### src/rtl/dsp_seq_pkg.sv
// ---------------------------------------------------------------------------
// dsp_seq_pkg
// Shared types and constants for the DSP MAC sequencer.
//   state_e   : sequencer FSM states
//   OP_*      : OPMODE words issued to the DSP slice
//               (bits [1:0] = X mux, [3:2] = Z mux, upper bits = 0:
//                no pre-adder, CIN = 0, post-adder adds)
//   TAG_DEPTH : depth of the {valid, last} tag pipeline
//   tag_t     : one tag pipeline entry
// ---------------------------------------------------------------------------
package dsp_seq_pkg;

  typedef enum logic [1:0] {
    ST_IDLE  = 2'd0,
    ST_RUN   = 2'd1,
    ST_DRAIN = 2'd2,
    ST_DONE  = 2'd3
  } state_e;

  localparam logic [7:0] OP_FIRST = 8'h01;  // Z=0, X=M : P <= M
  localparam logic [7:0] OP_ACC   = 8'h09;  // Z=P, X=M : P <= P + M
  localparam logic [7:0] OP_HOLD  = 8'h08;  // Z=P, X=0 : P <= P
  localparam logic [7:0] OP_RST   = 8'h00;  // Z=0, X=0

  localparam int TAG_DEPTH = 2;

  typedef struct packed {
    logic valid;
    logic last;
  } tag_t;

endpackage

### src/rtl/dsp_tag_pipe.sv
// ---------------------------------------------------------------------------
// dsp_tag_pipe
// Fixed-depth shift register of {valid, last} tags. A tag enters every clock
// (an empty tag when nothing was issued) and leaves DEPTH edges later, lined
// up with the DSP slice result it describes.
//   clk   : clock
//   rst   : asynchronous, active-high reset (clears all stages)
//   tag_i : tag entering stage 1
//   tag_o : tag leaving the last stage
// ---------------------------------------------------------------------------
module dsp_tag_pipe
  import dsp_seq_pkg::*;
#(
  parameter int DEPTH = TAG_DEPTH
) (
  input  logic clk,
  input  logic rst,
  input  tag_t tag_i,
  output tag_t tag_o
);

  tag_t [DEPTH-1:0] stage_q;

  // NOTE: the tag stages are control, not data storage: a stale valid bit
  // would fake a result after reset, so every stage is reset.
  always_ff @(posedge clk or posedge rst) begin
    if (rst) begin
      stage_q <= '0;
    end else begin
      stage_q[0] <= tag_i;
      for (int i = 1; i < DEPTH; i++) begin
        stage_q[i] <= stage_q[i-1];
      end
    end
  end

  assign tag_o = stage_q[DEPTH-1];

endmodule

### src/rtl/dsp_mac_sequencer.sv
// ---------------------------------------------------------------------------
// dsp_mac_sequencer
// Drives one DSP slice (A1/B1, M, P, OPMODE and CARRYOUT registered) to
// accumulate an unsigned dot product of streamed 18-bit operand pairs in P.
//   clk, RST              : clock, asynchronous active-high reset
//   start, len            : job request (sampled in IDLE only), element count
//   busy                  : high outside IDLE
//   in_valid/in_ready     : operand handshake, in_a/in_b operand pair
//   out_valid/out_ready   : result handshake
//   result, overflow      : 48-bit sum (mod 2^48), sticky CARRYOUT flag
//   dsp_A, dsp_B          : operands straight through to the slice
//   dsp_OPMODE, dsp_CE    : slice control (CE tied high)
//   dsp_P, dsp_CARRYOUT   : slice outputs
// ---------------------------------------------------------------------------
module dsp_mac_sequencer
  import dsp_seq_pkg::*;
#(
  parameter int LEN_W = 16
) (
  input  logic             clk,
  input  logic             RST,
  input  logic             start,
  input  logic [LEN_W-1:0] len,
  output logic             busy,
  input  logic             in_valid,
  output logic             in_ready,
  input  logic [17:0]      in_a,
  input  logic [17:0]      in_b,
  output logic             out_valid,
  input  logic             out_ready,
  output logic [47:0]      result,
  output logic             overflow,
  output logic [17:0]      dsp_A,
  output logic [17:0]      dsp_B,
  output logic [7:0]       dsp_OPMODE,
  output logic             dsp_CE,
  input  logic [47:0]      dsp_P,
  input  logic             dsp_CARRYOUT
);

  state_e           state_q;
  logic [LEN_W-1:0] len_q;
  logic [LEN_W-1:0] count_q;
  logic             busy_q;
  logic             in_ready_q;
  logic             out_valid_q;
  logic [47:0]      result_q;
  logic             ovf_q;
  logic [7:0]       opmode_q;
  tag_t             issue_q;   // tag of the element whose OPMODE went out this edge
  tag_t             tag_s2;    // tag whose element is now reflected in dsp_P

  logic accept;
  logic last_el;

  // in_ready_q is only ever high in RUN while count < len.
  assign accept  = (state_q == ST_RUN) && in_valid && in_ready_q;
  assign last_el = (count_q == (len_q - LEN_W'(1)));

  // The issue register lines the tag up with the slice's OPMODE register; the
  // two tag stages then cover the M and P registers, so tag_s2 is valid in the
  // cycle after P has absorbed that element.
  dsp_tag_pipe #(
    .DEPTH(TAG_DEPTH)
  ) u_tag_pipe (
    .clk  (clk),
    .rst  (RST),
    .tag_i(issue_q),
    .tag_o(tag_s2)
  );

  always_ff @(posedge clk or posedge RST) begin
    if (RST) begin
      state_q     <= ST_IDLE;
      len_q       <= '0;
      count_q     <= '0;
      busy_q      <= 1'b0;
      in_ready_q  <= 1'b0;
      out_valid_q <= 1'b0;
      result_q    <= '0;
      ovf_q       <= 1'b0;
      opmode_q    <= OP_RST;
      issue_q     <= '0;
    end else begin
      // NOTE: OPMODE and the issue tag are reloaded every edge; these defaults
      // cover every cycle without an accept, so no path can leave them stale.
      opmode_q <= OP_HOLD;
      issue_q  <= '0;

      if (tag_s2.valid) begin
        ovf_q <= ovf_q | dsp_CARRYOUT;
      end

      case (state_q)
        ST_IDLE: begin
          if (start) begin
            len_q   <= len;
            count_q <= '0;
            ovf_q   <= 1'b0;
            busy_q  <= 1'b1;
            if (len == '0) begin
              // Empty job: report a zero result without touching the slice.
              result_q    <= '0;
              out_valid_q <= 1'b1;
              state_q     <= ST_DONE;
            end else begin
              in_ready_q <= 1'b1;
              state_q    <= ST_RUN;
            end
          end
        end

        ST_RUN: begin
          if (accept) begin
            // The first element overwrites P, later ones add onto it.
            opmode_q <= (count_q == '0) ? OP_FIRST : OP_ACC;
            count_q  <= count_q + LEN_W'(1);
            issue_q  <= '{valid: 1'b1, last: last_el};
            if (last_el) begin
              in_ready_q <= 1'b0;
              state_q    <= ST_DRAIN;
            end
          end
        end

        ST_DRAIN: begin
          if (tag_s2.valid && tag_s2.last) begin
            result_q    <= dsp_P;
            out_valid_q <= 1'b1;
            state_q     <= ST_DONE;
          end
        end

        ST_DONE: begin
          if (out_ready) begin
            out_valid_q <= 1'b0;
            busy_q      <= 1'b0;
            state_q     <= ST_IDLE;
          end
        end

        default: state_q <= ST_IDLE;
      endcase
    end
  end

  assign busy       = busy_q;
  assign in_ready   = in_ready_q;
  assign out_valid  = out_valid_q;
  assign result     = result_q;
  assign overflow   = ovf_q;
  assign dsp_A      = in_a;
  assign dsp_B      = in_b;
  assign dsp_OPMODE = opmode_q;
  assign dsp_CE     = 1'b1;

endmodule
### config.mk
export PLATFORM = sky130hd
export DESIGN_NAME = dsp_mac_sequencer
export DESIGN_NICKNAME = d
export VERILOG_FILES = /design/src/rtl/dsp_seq_pkg.sv /design/src/rtl/dsp_tag_pipe.sv /design/src/rtl/dsp_mac_sequencer.sv
export SDC_FILE = /design/constraint.sdc
export NUM_CORES = 1
export LEC_CHECK = 0
export ABC_AREA = 1
export CORE_ASPECT_RATIO = 1.75
export CORE_MARGIN = 5
export CORE_UTILIZATION = 49
export CTS_BUF_LIST = sky130_fd_sc_hd__clkbuf_2
export CTS_CLUSTER_DIAMETER = 50
export CTS_CLUSTER_SIZE = 16
export DETAILED_ROUTE_END_ITERATION = 8
export MAX_ROUTING_LAYER = met4
export PLACE_DENSITY = 0.89
export SLEW_MARGIN = 20
export SYNTH_ARGS = -nofsm -noshare
export SYNTH_HDL_FRONTEND = slang
export SYNTH_SLANG_ARGS = --single-unit
### constraint.sdc
create_clock -name clk -period 4 [get_ports clk]
set_input_delay 0.4 -clock clk [delete_from_list [all_inputs] [get_ports clk]]
set_output_delay 0.4 -clock clk [all_outputs]
set_load 0.1 [all_outputs]
==> results of run 1 <==
[per-layer routing]
layer | vias to the layer above | part of all wire | global-route usage
li1 | 2169 | - | -
met1 | 2143 | 0.34 | 0.2180
met2 | 165 | 0.55 | 0.4005
met3 | 59 | 0.061 | 0.03421
met4 | 0 | 0.053 | 0.1478
met5 | - | 0 | -
[per-stage QoR]
step | cells | power [mW]
5_1_grt | 864 | 6.265
4_1_cts | 863 | 5.974
6_report | 864 | 5.947
3_5_place_dp | 846 | 5.367
2_1_floorplan | 657 | 4.606
3_3_place_gp | 846 | 5.272
[power breakdown]
group | leakage [nW] | switching, mW | internal, mW
combinational | 1.49 | 2.88 | 0.893
clock | 0.0945 | 0.329 | 0.273
sequential | 1.24 | 0.284 | 1.29
[cells in the mapped netlist (3+ instances only)]
master	number
nor2_4	3
nor2_2	9
nand2_1	211
buf_2	4
nand3_1	29
nor3_1	5
xor2_1	6
dfrtp_1	93
nand4_1	5
o21ai_0	43
inv_2	4
a21oi_1	13
nand2_2	6
nor2_1	29
buf_4	44
clkbuf_1	12
ha_1	8
inv_1	60
o21ai_1	42
xnor2_1	3
buf_6	5
[worst max-delay path by stage]
| stage | start | to | slack, ns | cells after the start |
|---|---|---|---|---|
| 4_1_cts | in_ready | in_ready | 1.36 | 1 |
| 2_1_floorplan | RST | busy | 1.18 | 1 |
| 3_5_place_dp | len[3] | result[45] | 1.40 | 10 |
| 3_3_place_gp | len[8] | result[44] | 1.53 | 10 |
| 5_1_grt | state_q[1] | count_q[9] | 1.22 | 11 |
| 6_report | in_ready | in_ready | 1.42 | 1 |
[sequential cells by signal, indices dropped and copies added (netlist names)]
| register | count |
|---|---|
| busy | 1 |
| count_q | 16 |
| dsp_OPMODE | 2 |
| in_ready | 1 |
| issue_q | 1 |
| len_q | 16 |
| out_valid | 1 |
| overflow | 1 |
| result | 48 |
| state_q | 2 |
| u_tag_pipe.stage_q | 2 |
| u_tag_pipe.tag_o | 2 |
[kinds of logic after synthesis]
group / Yosys count
fa+ha+maj: 8
simple gates: 308
buf+inv: 131
xor+xnor: 9
compound gates: 101
flops: 93
other cells: 2
[cell type report]
cell class | instances | area, µm²
Antenna cell | 1 | 2.502
Clock buffer | 9 | 45.04
Clock inverter | 7 | 120.1
Fill cell | 862 | 3945
Inverter | 66 | 250.2
Multi-Input combinational cell | 433 | 2057
Sequential cell | 93 | 2327
Tap cell | 127 | 158.9
Timing Repair Buffer | 128 | 1271
==> metrics.md, run 1 <==
| Metric | Value |
|---|---|
| Reg2reg end | `result[32]` |
| CP max FO | `3` |
| Starting Density | `0.4975` |
| PostCTS Resize Cnt | `0` |
| CTS Hold Bufs | `1` |
| FF-to-FF path depth | `8` |
| Unrepaired setup endpoints after global routing | `no` |
| Min-Delay Path Class | `in2reg` |
| Slew Limit Fails | `0` |
| GPL Wtd Cong | `1.052` |
| Post-synthesis sequential area ratio | `0.4596` |
| Root buf cell | `clkbuf_2` |
| Worst-skew pair later-pin latency | `0.57 ns` |
| Area post-placement | `6055 µm²` |
| Core Area | `10180 µm²` |
| Slew at the pin closest to its max-slew limit | `1.013 ns` |
| Compound-Gate Fraction of Synth Area | `0.1016` |
| Top Ports | `203` |
| Antenna Nets Post-Route | `0` |
| Final non-filler cell area | `6232 µm²` |
| Layout Skew | `0.03862 ns` |
| DRT iter0 DRCs | `189` |
| CP Launch Type | `register` |
| Critical path class | `reg2out` |
| Per-cell routed wire length | `15.61 µm` |
| Number of synthesized flops with an enable pin | `0` |
| Hold Path End | `result[22]` |
| Clock Pin Slew Worst Setup and Hold Paths | `0.27 ns` |
| Synth top area cells | `dfrtp_1 46%, nand2_1 16%, buf_4 6.5%` |
| Synth Cell Area | `5064 µm²` |
| Critical-path top delay cell | `clkdlybuf4s50_1` |
| Fin Hold WS | `0.3477 ns` |
| Post-synthesis simple-gate area fraction | `0.2637` |
| Vias | `4536` |
| DIE AREA | `12550 µm²` |
| Hold path depth | `3` |
| Htree depth | `3` |
| Hold wc startpoint | `dsp_P[22]` |
| CP Data Arrival Time | `2.18 ns` |
| Via/cell ratio | `5.250` |
| R2R setup slack | `1.49 ns` |
| Final nets | `845` |
| First-pass GRT wire length | `21.28 mm` |
| Synth cell types | `34` |
| Synth area leader | `dfrtp_1` |
| Syn avg cell area | `7.766 µm²` |
| IO Port Bufs | `123` |
| Post CTS Setup Buffer Count | `0` |
| Vias in the first global route | `4507` |
| Largest family of logic cells by synthesized area | `simple AND/OR/NAND/NOR gates` |
| Synthesized instance count | `652` |
| Worst path max stage delay | `1.15 ns` |
| Top cell type's share of synthesized area | `0.4596` |
| Reg2reg start | `state_q[0]` |
| CTS Buffer Depth | `2` |
| Commonest non-fill, non-tap cells in the layout | `211 x nand2_1, 123 x clkdlybuf4s50_1, 93 x dfrtp_1` |
| Buf/Inv on CP | `1` |
| Max-cap violations | `0` |
| Crit path max-delay family | `buffers and inverters` |
| Die height | `144.5 µm` |
| Tcrit/Tclk final | `0.6450` |
| Final worst slack | `1.420 ns` |
| Worst-path cell chain | `clkdlybuf4s50_1` |
| Yosys warning total | `0` |
| Mux cell area share after synthesis | `0` |
| Initial antenna violation count | `1` |
| Setup TNS | `0 ns` |
| Final cell utilization of the core | `0.6124` |
| Tmin final | `2.580 ns` |
| Xor/xnor share of the synthesized area | `0.01557` |
| Endpoints failing setup | `0` |
| Leak pwr | `2.833 nW` |
| Final WL | `13.49 mm` |
| CTS tree | `built` |
| Remaining global-route overflow | `0` |
| Fin. Hold Viols | `0` |
| Commonest non-fill, non-tap cell in the layout | `nand2_1` |
| Peak supply drop | `0.7378 mV` |
| Top FF cell, synth | `dfrtp_1` |
| CP endpoint kind | `output port` |
| Worst slew margin | `0.3227` |
| Power Density | `954.3 nW/µm²` |
| Layout cells sized above 1 | `0.07201` |
| DR pass1 iterations | `4` |
| Post-Synth Adder-Cell Area | `0.01977` |
| Largest net degree at the start of global routing | `97` |
| Clk sink count | `93` |
| Post-DP HPWL | `10.46 mm` |
| Num CTS Buffers | `9` |
| Async S/R FF share, synth | `1.000` |
| Fmax | `387.6 MHz` |
| Post-synthesis register bit count | `93` |
| Area growth from synthesis to layout | `23.08%` |
| Status | `complete, no violations` |
| DRC Markers | `0` |
| Die X | `86.85 µm` |
| Pre-CTS WS | `1.403 ns` |
| GR Util All Layers | `0.2238` |
| WP data required | `3.60 ns` |
| Rows | `49` |
Power figures use the tool's default switching activity.
==> run 2: changes to the inputs <==
CORE_UTILIZATION = 41   (was 49)
PLACE_DENSITY = 0.8   (was 0.89)
clock period = 2.2 ns   (was 4 ns; I/O delays follow)
==> run 2 against run 1 <==
Net effect: sequential share of layout area up 0.14 points; final area shrank 0.36%; wire length fell by 5.3%; non-clock buffer count rose by 10; first-iteration DRC count is 34% higher; via count decreased by 5.3%; register-to-register slack worse by 1.3 ns; hold slack worse by 0.28 ns; combinational power grew 81%.
==> metrics.md, run 2 (synthesized netlist as in run 1, its figures left out) <==
| Metric | Value |
|---|---|
| Starting Density | `0.4196 (-0.07799)` |
| Rows | `53 (+8.2%)` |
| First-pass GRT wire length | `20.84 mm (-2.0%)` |
| Remaining global-route overflow | `0 (unchanged)` |
| Pre-CTS WS | `0.03032 ns (-1.373 ns)` |
| Setup TNS | `0 ns (unchanged)` |
| Via/cell ratio | `4.712 (-10%)` |
| Internal | `4.073 mW (+66%)` |
| Max-cap violations | `0 (unchanged)` |
| P_sw | `6.327 mW (+81%)` |
| Layout cells sized above 1 | `0.1622 (+0.09019)` |
| Root buf cell | `clkbuf_2` |
| Share of power burned in registers | `0.271 (+0.006)` |
| Reg2reg end | `count_q[15]` |
| Max reg flops | `48 (unchanged)` |
| Switching Fraction | `0.6084 (+0.02163)` |
| CP max FO | `6 (+3)` |
| Peak supply drop | `0.5234 mV (-29%)` |
| Vias | `4297 (-5.3%)` |
| DIE AREA | `14760 µm² (+18%)` |
| Critical path class | `reg2reg` |
| DRT iter0 DRCs | `253 (+34%)` |
| Slew Limit Fails | `0 (unchanged)` |
| Met2 wire len | `6.587 mm (-11%)` |
| Tcrit/Tclk final | `0.9236` |
| Core Area | `12070 µm² (+19%)` |
| Met3 wire len | `815 µm (-0.24%)` |
| Antenna Nets Post-Route | `0 (unchanged)` |
| Vias in the first global route | `4381 (-2.8%)` |
| Status | `complete, no violations` |
| Met1 Wirelength | `4.651 mm (+2.9%)` |
| Unrepaired setup endpoints after global routing | `no` |
| Largest net degree at the start of global routing | `94 (-3.1%)` |
| CTS Hold Bufs | `0 (-1)` |
| FF-to-FF path depth | `10 (+2)` |
| Num CTS Buffers | `9 (unchanged)` |
| CP Launch Type | `register` |
| Per-cell routed wire length | `14.00 µm (-10%)` |
| R2R setup slack | `0.17 ns (-1.32 ns)` |
| GR Util All Layers | `0.1862 (-0.03759)` |
| Uppermost routed layer | `met4` |
| Total power | `10.40 mW (+75%)` |
| Clk sink count | `93 (unchanged)` |
| Final nets | `855 (+1.2%)` |
| Clk network pwr share | `0.072 (-0.029)` |
| Combinational Power Share | `0.657 (+0.023)` |
| Clock Pin Slew Worst Setup and Hold Paths | `0.26 ns (about the same)` |
| DRC Markers | `0 (unchanged)` |
| Fin. Hold Viols | `0 (unchanged)` |
| GPL Wtd Cong | `0.9157 (-13%)` |
| CTS tree | `built` |
| # fillers | `1163 (+35%)` |
| Worst-skew pair later-pin latency | `0.58 ns (about the same)` |
| Die X | `94.01 µm (+8.2%)` |
| Layout Skew | `0.03464 ns (-0.003971 ns)` |
| CP endpoint kind | `register` |
| Commonest non-fill, non-tap cells in the layout | `210 x nand2_1, 93 x dfrtp_1, 69 x clkdlybuf4s50_1` |
| Endpoints failing setup | `0 (unchanged)` |
| Final WL | `12.77 mm (-5.3%)` |
| Area growth from synthesis to layout | `22.63%` |
| CTS Buffer Depth | `2 (unchanged)` |
| Htree depth | `3 (unchanged)` |
| Tmin final | `2.032 ns` |
| Final worst slack | `0.1680 ns (-1.252 ns)` |
| Reg2reg start | `state_q[1]` |
| Initial antenna violation count | `1 (unchanged)` |
| CP Data Arrival Time | `2.52 ns (+0.34 ns)` |
| IO Port Bufs | `123 (unchanged)` |
| DR pass1 iterations | `7 (+3)` |
| Min-Delay Path Class | `in2async` |
| Leak pwr | `2.957 nW (+4.4%)` |
| Top Ports | `203 (unchanged)` |
| Final cell utilization of the core | `0.5145 (-0.09785)` |
| Commonest non-fill, non-tap cell in the layout | `nand2_1` |
| Fmax | `492.1 MHz` |
| Power Density | `1675 nW/µm² (+76%)` |
| Die height | `157.0 µm (+8.7%)` |
| WP data required | `2.69 ns (-0.91 ns)` |
| Post-DP HPWL | `9.906 mm (-5.3%)` |
-- run 2: worst max path at each step --
stage | from | end | slack, ns | cells after the start
CTS | state_q[0] | count_q[15] | 0.1 | 11
global placement | len[1] | result[42] | 0.19 | 9
finish | state_q[1] | count_q[15] | 0.17 | 10
global route | state_q[0] | count_q[14] | 0.002 | 13
floorplan | in_ready | state_q[0] | 0.12 | 13
detailed placement | len[0] | result[46] | 0.03 | 10
-- run 2: stage by stage --
stage	cells	hold WS (ns)	instance area, µm²
after floorplan	657	0.3312	5086
after global placement	893	0.3355	6075
after detailed placement	893	0.3372	6075
after CTS	909	0.06841	6170
after global routing	912	0.08639	6210
final	912	0.07199	6210
-- run 2: per-layer routing --
| layer | vias up | global-route usage |
|---|---|---|
| met1 | 1922 | 0.1961 |
| met3 | 49 | 0.03109 |
| met4 | 0 | 0.1322 |
| li1 | 2177 | - |
| met5 | - | - |
| met2 | 149 | 0.3118 |
-- run 2: repair_timing --
item	in CTS	in global routing
setup buffers	0	2
resized for setup	0	7
endpoints found under the setup margin	0	7
-- run 2: power groups by stage --
stage,Sequential (mW),Combinational [mW],Clock (mW)
after floorplan,6.10,2.28,0
after global placement,2.85,6.74,0
after detailed placement,2.86,6.81,0
after CTS,2.82,6.83,0.780
after global routing,2.91,7.31,0.849
final,2.81,6.84,0.749
-- run 2: cell type report --
type	instances	area, µm²	area share
Timing Repair Buffer	138	1246	0.2007
Clock buffer	9	45.04	0.007254
Clock inverter	7	50.05	0.008060
Sequential cell	93	2327	0.3748
Multi-Input combinational cell	433	2079	0.3349
Inverter	66	252.7	0.04070
Tap cell	165	206.4	0.03325
Antenna cell	1	2.502	0.0004030
-- run 2: critical path, cell delays in order (launching register included) --
cell	delay (ns)
dfrtp_1	0.46
inv_1	0.11
ha_2	0.22
nand3_1	0.14
nand2_1	0.15
nand2_4	0.09
inv_2	0.11
nand4_1	0.23
nor2_1	0.18
a21oi_1	0.08
nor3_1	0.20
